### src/rtl/wave_gen.sv
// Multi-mode modulation source (triangle, ramp up, ramp down, square) with
// programmable bounds, step and tick prescaler; settings reload only at cycle boundaries.
module wave_gen #(
    parameter int WIDTH    = 8,
    parameter int PS_WIDTH = 16
) (
    input  logic                clk,
    input  logic                rst_n,
    input  logic                enable_in,
    input  logic [1:0]          mode_in,
    input  logic [WIDTH-1:0]    low_in,
    input  logic [WIDTH-1:0]    high_in,
    input  logic [WIDTH-1:0]    step_in,
    input  logic [PS_WIDTH-1:0] period_in,
    output logic [WIDTH-1:0]    mod_out,
    output logic                dir_out,
    output logic                cycle_out
);

    localparam logic [1:0] MODE_TRI  = 2'd0;
    localparam logic [1:0] MODE_UP   = 2'd1;
    localparam logic [1:0] MODE_DOWN = 2'd2;
    localparam logic [1:0] MODE_SQ   = 2'd3;

    localparam logic [WIDTH-1:0]    ONE_W  = WIDTH'(1);
    localparam logic [PS_WIDTH-1:0] ONE_PS = PS_WIDTH'(1);

    logic [PS_WIDTH-1:0] ps_cnt;
    logic [PS_WIDTH-1:0] div_q;
    logic [WIDTH-1:0]    low_q;
    logic [WIDTH-1:0]    high_q;
    logic [WIDTH-1:0]    step_q;
    logic [1:0]          mode_q;
    logic                start_q;
    logic [WIDTH-1:0]    sq_cnt;

    logic              tick;
    logic              boundary;
    logic [WIDTH-1:0]  step_eff;
    logic [WIDTH:0]    up_sum;
    logic [WIDTH:0]    low_sum;
    logic [WIDTH-1:0]  up_val;
    logic [WIDTH-1:0]  down_val;
    logic              at_floor;
    logic              half_done;
    logic [WIDTH-1:0]  entry_val;
    logic              entry_dir;
    logic [WIDTH-1:0]  mod_d;
    logic              dir_d;
    logic [WIDTH-1:0]  sq_d;

    assign tick      = enable_in && (ps_cnt == div_q);
    assign step_eff  = (step_q == '0) ? ONE_W : step_q;
    // Sums carry one extra bit so a step past either bound clamps instead of wrapping.
    assign up_sum    = {1'b0, mod_out} + {1'b0, step_eff};
    assign low_sum   = {1'b0, low_q} + {1'b0, step_eff};
    assign up_val    = (up_sum > {1'b0, high_q}) ? high_q : up_sum[WIDTH-1:0];
    assign at_floor  = ({1'b0, mod_out} <= low_sum);
    assign down_val  = at_floor ? low_q : (mod_out - step_eff);
    assign half_done = (sq_cnt == (step_eff - ONE_W));

    always_comb begin
        boundary = 1'b0;
        if (start_q || (low_q >= high_q)) begin
            boundary = 1'b1;
        end else begin
            case (mode_q)
                MODE_TRI:  boundary = dir_out && at_floor;
                MODE_UP:   boundary = (mod_out == high_q);
                MODE_DOWN: boundary = (mod_out == low_q);
                default:   boundary = dir_out && half_done;
            endcase
        end
    end

    // The first sample of a new cycle is taken from the values being loaded, so a
    // mode or bound change takes effect on the very boundary that loads it.
    always_comb begin
        entry_val = low_in;
        entry_dir = 1'b0;
        if (!start_q && (low_in < high_in)) begin
            case (mode_in)
                MODE_DOWN: begin
                    entry_val = high_in;
                    entry_dir = 1'b1;
                end
                MODE_SQ:   entry_val = high_in;
                default:   entry_val = low_in;
            endcase
        end
    end

    // NOTE: every always_comb output gets a default first so no latch is inferred.
    always_comb begin
        mod_d = mod_out;
        dir_d = dir_out;
        sq_d  = sq_cnt;
        if (boundary) begin
            mod_d = entry_val;
            dir_d = entry_dir;
            sq_d  = '0;
        end else if (mod_out < low_q) begin
            mod_d = low_q;
        end else if (mod_out > high_q) begin
            mod_d = high_q;
        end else begin
            case (mode_q)
                MODE_TRI: begin
                    if (!dir_out) begin
                        mod_d = up_val;
                        dir_d = (up_val == high_q);
                    end else begin
                        mod_d = mod_out - step_eff;
                    end
                end
                MODE_UP: begin
                    mod_d = up_val;
                    dir_d = 1'b0;
                end
                MODE_DOWN: begin
                    mod_d = down_val;
                    dir_d = 1'b1;
                end
                default: begin
                    // Only the end of the high half lands here; the low half ends at a boundary.
                    if (half_done) begin
                        mod_d = low_q;
                        dir_d = 1'b1;
                        sq_d  = '0;
                    end else begin
                        mod_d = dir_out ? low_q : high_q;
                        sq_d  = sq_cnt + ONE_W;
                    end
                end
            endcase
        end
    end

    // NOTE: sequential state uses non-blocking assignments so all registers update together.
    always_ff @(posedge clk or negedge rst_n) begin
        if (!rst_n) begin
            ps_cnt    <= '0;
            div_q     <= '0;
            low_q     <= '0;
            high_q    <= '0;
            step_q    <= '0;
            mode_q    <= MODE_TRI;
            start_q   <= 1'b1;
            sq_cnt    <= '0;
            mod_out   <= '0;
            dir_out   <= 1'b0;
            cycle_out <= 1'b0;
        end else begin
            cycle_out <= tick && boundary;
            if (!enable_in) begin
                ps_cnt <= '0;
            end else if (tick) begin
                ps_cnt  <= '0;
                mod_out <= mod_d;
                dir_out <= dir_d;
                sq_cnt  <= sq_d;
                if (boundary) begin
                    low_q   <= low_in;
                    high_q  <= high_in;
                    step_q  <= step_in;
                    div_q   <= period_in;
                    mode_q  <= mode_in;
                    start_q <= 1'b0;
                end
            end else begin
                ps_cnt <= ps_cnt + ONE_PS;
            end
        end
    end

endmodule

### config.mk
export PLATFORM = sky130hd
export DESIGN_NAME = wave_gen
export DESIGN_NICKNAME = d
export VERILOG_FILES = /design/src/rtl/wave_gen.sv
export SDC_FILE = /design/constraint.sdc
export NUM_CORES = 1
export LEC_CHECK = 0
export ABC_AREA = 1
export ABC_CLOCK_PERIOD_IN_PS = 3340
export CORE_UTILIZATION = 55
export CTS_CLUSTER_DIAMETER = 40
export DETAILED_ROUTE_END_ITERATION = 8
export DONT_BUFFER_PORTS = 1
export PLACE_DENSITY = 0.78
export SLEW_MARGIN = 20
export SYNTH_ARGS = -nofsm -noshare
export SYNTH_HDL_FRONTEND = slang
export SYNTH_SLANG_ARGS = --single-unit
### constraint.sdc
create_clock -name clk -period 3.34 [get_ports clk]
set_input_delay 0.167 -clock clk [delete_from_list [all_inputs] [get_ports clk]]
set_output_delay 0.167 -clock clk [all_outputs]
set_load 0.01 [all_outputs]
==> summary.txt <==
Cells and area
  – Fillcell total: ~1100
  – Antenna cells: 0
  – Layout net count: roughly 1400
  – Multi-input logic area: roughly 5100 um2
  – Fin cells: between 1000 and 1500
  – Share of layout cells above drive strength 1: a little over a fifth
  – FF+latch area: approximately 1900 um2
  – Synth-to-layout area growth: 28.28%

CTS
  – Clock sinks: 77
  – Clk_lat worst skew: approximately 360 ps
  – Number of buffers created by CTS: 9
  – CTS tree: done
  – Htree depth: 3
  – Root buf cell: clkbuf_16
  – Clk slew on worst S/H paths: ~60 ps
  – Max Root-Sink Buffers: 2

Die
  – Die Area: ~14000 um2
  – IO Pins: 55
  – FP Rows: 42
  – Core area: 13240 um2
  – Initial Util: 56.20%
  – Die W: between 100 and 150 um
  – Die H: around 120 um

Timing
  – RSZ-0062 raised after global routing: yes
  – F_max: roughly 0.27 GHz
  – Worst setup margin: -329.8 ps
  – Final hold vios: 0
  – Relative slew slack: between 50% and 60%
  – Min Tclk post-route: ~3700 ps
  – Worst Tran Pin Value: between 600 and 700 ps
  – Final setup viols: 61
  – WHS: between 1.5 and 2 ps
  – Final Max Tran Viols: 0
  – Clock skew: between 8 and 9 ps
  – Final worst-path cycle share: 109.9%

Placed design
  – Routability cong.: 1.037
  – Count of input and output buffers: 0
  – DP Cell Count: 1333
  – HPWL after DPL: 16870 um

Logic synthesis
  – FFs w/ async S/R, synth: between 90% and 100%
  – Post-Syn Nets: 1227
  – Ys Warns: 0
  – Post-synth EDFFs: 0
  – Seq/Total Area, Yosys: 25.91%
  – Top post-synthesis cells by count: 292 x nand2_1, 173 x inv_1, 83 x nor2_1
  – Top post-synthesis cells by area: dfrtp_1 26%, nand2_1 15%, ha_1 13%, inv_1 8.7%, a21oi_1 5.5%
  – Top FF cell, synth: dfrtp_1
  – Leading area contributor after synthesis: dfrtp_1
  – Syn Area/Cell: just under 7 um2
  – Count leader, synth: nand2_1
  – Cells after Synth: 1102
  – Cell area after synthesis: between 7000 and 8000 um2
  – Yosys reg bits: between 70 and 80
  – Cell variety after synth: 48
  – Yosys top cell area share: between 20% and 30%

Critical path
  – CP endpoint kind: register
  – Most Frequent Cell on Critical Path: nand2_2
  – Arrival @ worst endpoint: approximately 4000 ps
  – Reg2Reg Depth: 28
  – Crit path required time: 3590 ps
  – Crit path max fanout: 10
  – Kind of critical path: reg2reg
  – Startpoint types: register
  – Slowest cell delay on critical path: 410 ps
  – CP max-delay cell: dfrtp_2

Power
  – Peak VDD IR: ~0.30 mV
  – Leak: approximately 5 nW
  – Cell Pwr Density: approximately 220 nW/um2

Global routing
  – Global-route wire length before repair: ~36000 um
  – Initial antenna violation count: 0
  – Largest net degree at the start of global routing: 78
  – GR Overflow Total: 0
  – Vias in the first global route: approximately 7500
  – Total track usage: approximately a third

Drt
  – Vias per inst: 5.624
  – Vias: between 7000 and 8000
  – First drt pass iteration count: 6
  – DR iter-0 viols: 786
  – Post-route ant nets: 0
  – # DRC: 0
  – Final wirelength: between 20000 and 25000 um
  – Post-DR wirelength/cell: 16.35 um

Outcome
  – Status: finished, violations left
  – Failing checks: setup timing

Job
  – # Max-Cap Violations: 0

Worst hold path
  – Worst Hold Depth: 2
  – Tightest Hold Check Type: in2reg
[worst max-delay path, delay by kind of cell (launching register included)]
family / cells / cell delay [ps]
DFF: 1 / 410
buffers and inverters: 3 / 160
xor gates and xnor gates: 1 / 150
and+or+nand+nor: 16 / 1360
AOI/OAI and AO/OA: 6 / 1000
adders and majority gates: 2 / 460
[metrics by stage]
stage               cell area (um2)  setup slack [ps]  power (W)  util (%)  setup TNS, ps
floorplan                      7478            -8.338   0.001004         -         -32.86
global placement               8173            -204.5   0.001018     61.72          -6509
finish                         9547            -329.8   0.002129     72.09         -15200
detailed placement             8173            -336.4   0.001021     61.72         -15520
CTS                            9200            -272.4   0.002136     69.47         -14030
global route                   9547            -604.8   0.002187     72.09         -31220
[final timing paths]
check / from / end / slack (ps)
worst max-delay path: step_q[1]$_DFFE_PN0P_ / sq_cnt[0]$_DFFE_PN0P_ / -330
worst min-delay path: high_in[4] / high_q[4]$_DFFE_PN0P_ / 2
worst max register to register: step_q[1]$_DFFE_PN0P_ / sq_cnt[0]$_DFFE_PN0P_ / -330
worst min register to register: start_q$_DFFE_PN1P_ / start_q$_DFFE_PN1P_ / 470
max in group asynchronous: rst_n / start_q$_DFFE_PN1P_ / 2630
min in group asynchronous: rst_n / sq_cnt[3]$_DFFE_PN0P_ / 370
[layer usage]
layer	vias to the layer above	routed length (um)	track usage, %	part of all wire (%)
met2	364	10560	51.43	46
li1	3842	-	-	-
met1	3697	9901	44.70	43
met4	0	659	14.90	2.8
met3	60	2037	6.081	8.8
met5	-	0	0	0
[sequential cells by signal, summed over array words and instances, names as in the netlist]
signal,cells
cycle_out,1
dir_out,1
div_q,16
high_q,8
low_q,8
mod_out,8
mode_q,2
ps_cnt,16
sq_cnt,8
start_q,1
step_q,8
[final cells by class]
type	instances	area share (%)
multi-input cells	824	53.43
flip-flops and latches	77	20.21
repair buffers	147	13.79
inverters	176	6.920
clock buffers	11	2.647
well taps	176	2.307
clock inverters	5	0.6946
[report_power, final]
| group | internal (W) | switching [W] |
|---|---|---|
| Clock | 0.000629 | 0.000433 |
| Combinational | 0.0000548 | 0.0000728 |
| Sequential | 0.000936 | 0.00000363 |
| Total | 0.00162 | 0.000509 |
[cell usage in the layout, fill, tap and decap left out, drive strengths merged, types with 7 or more instances in the layout]
| cell type | n |
|---|---|
| a21oi | 82 |
| buf | 108 |
| clkbuf | 12 |
| dfrtp | 76 |
| dlygate4sd3 | 38 |
| ha | 77 |
| inv | 176 |
| nand2 | 303 |
| nand3 | 84 |
| nand3b | 7 |
| nand4 | 31 |
| nor2 | 88 |
| nor3 | 24 |
| nor4 | 7 |
| o21ai | 55 |
| or2 | 15 |
| xnor2 | 12 |
| xor2 | 14 |
[kinds of logic (layout without fill, tap and decap cells)]
group | after synthesis | after routing | synth area share (%)
buf+inv | 203 | 339 | 11.11
fa+ha+maj | 80 | 80 | 13.75
xor+xnor | 27 | 27 | 3.362
compound gates | 157 | 157 | 12.29
flops | 77 | 77 | 25.91
simple gates | 558 | 560 | 33.57
[what timing repair did]
action,4_1_cts,5_1_grt
hold buffers,38,1
gates cloned,1,2
buffers inserted,15,10
setup endpoints to repair,61,61
endpoints found under the hold margin,113,1
resized for setup,37,60
pin swaps,26,34
No activity file was read; power rests on OpenSTA's default activity.
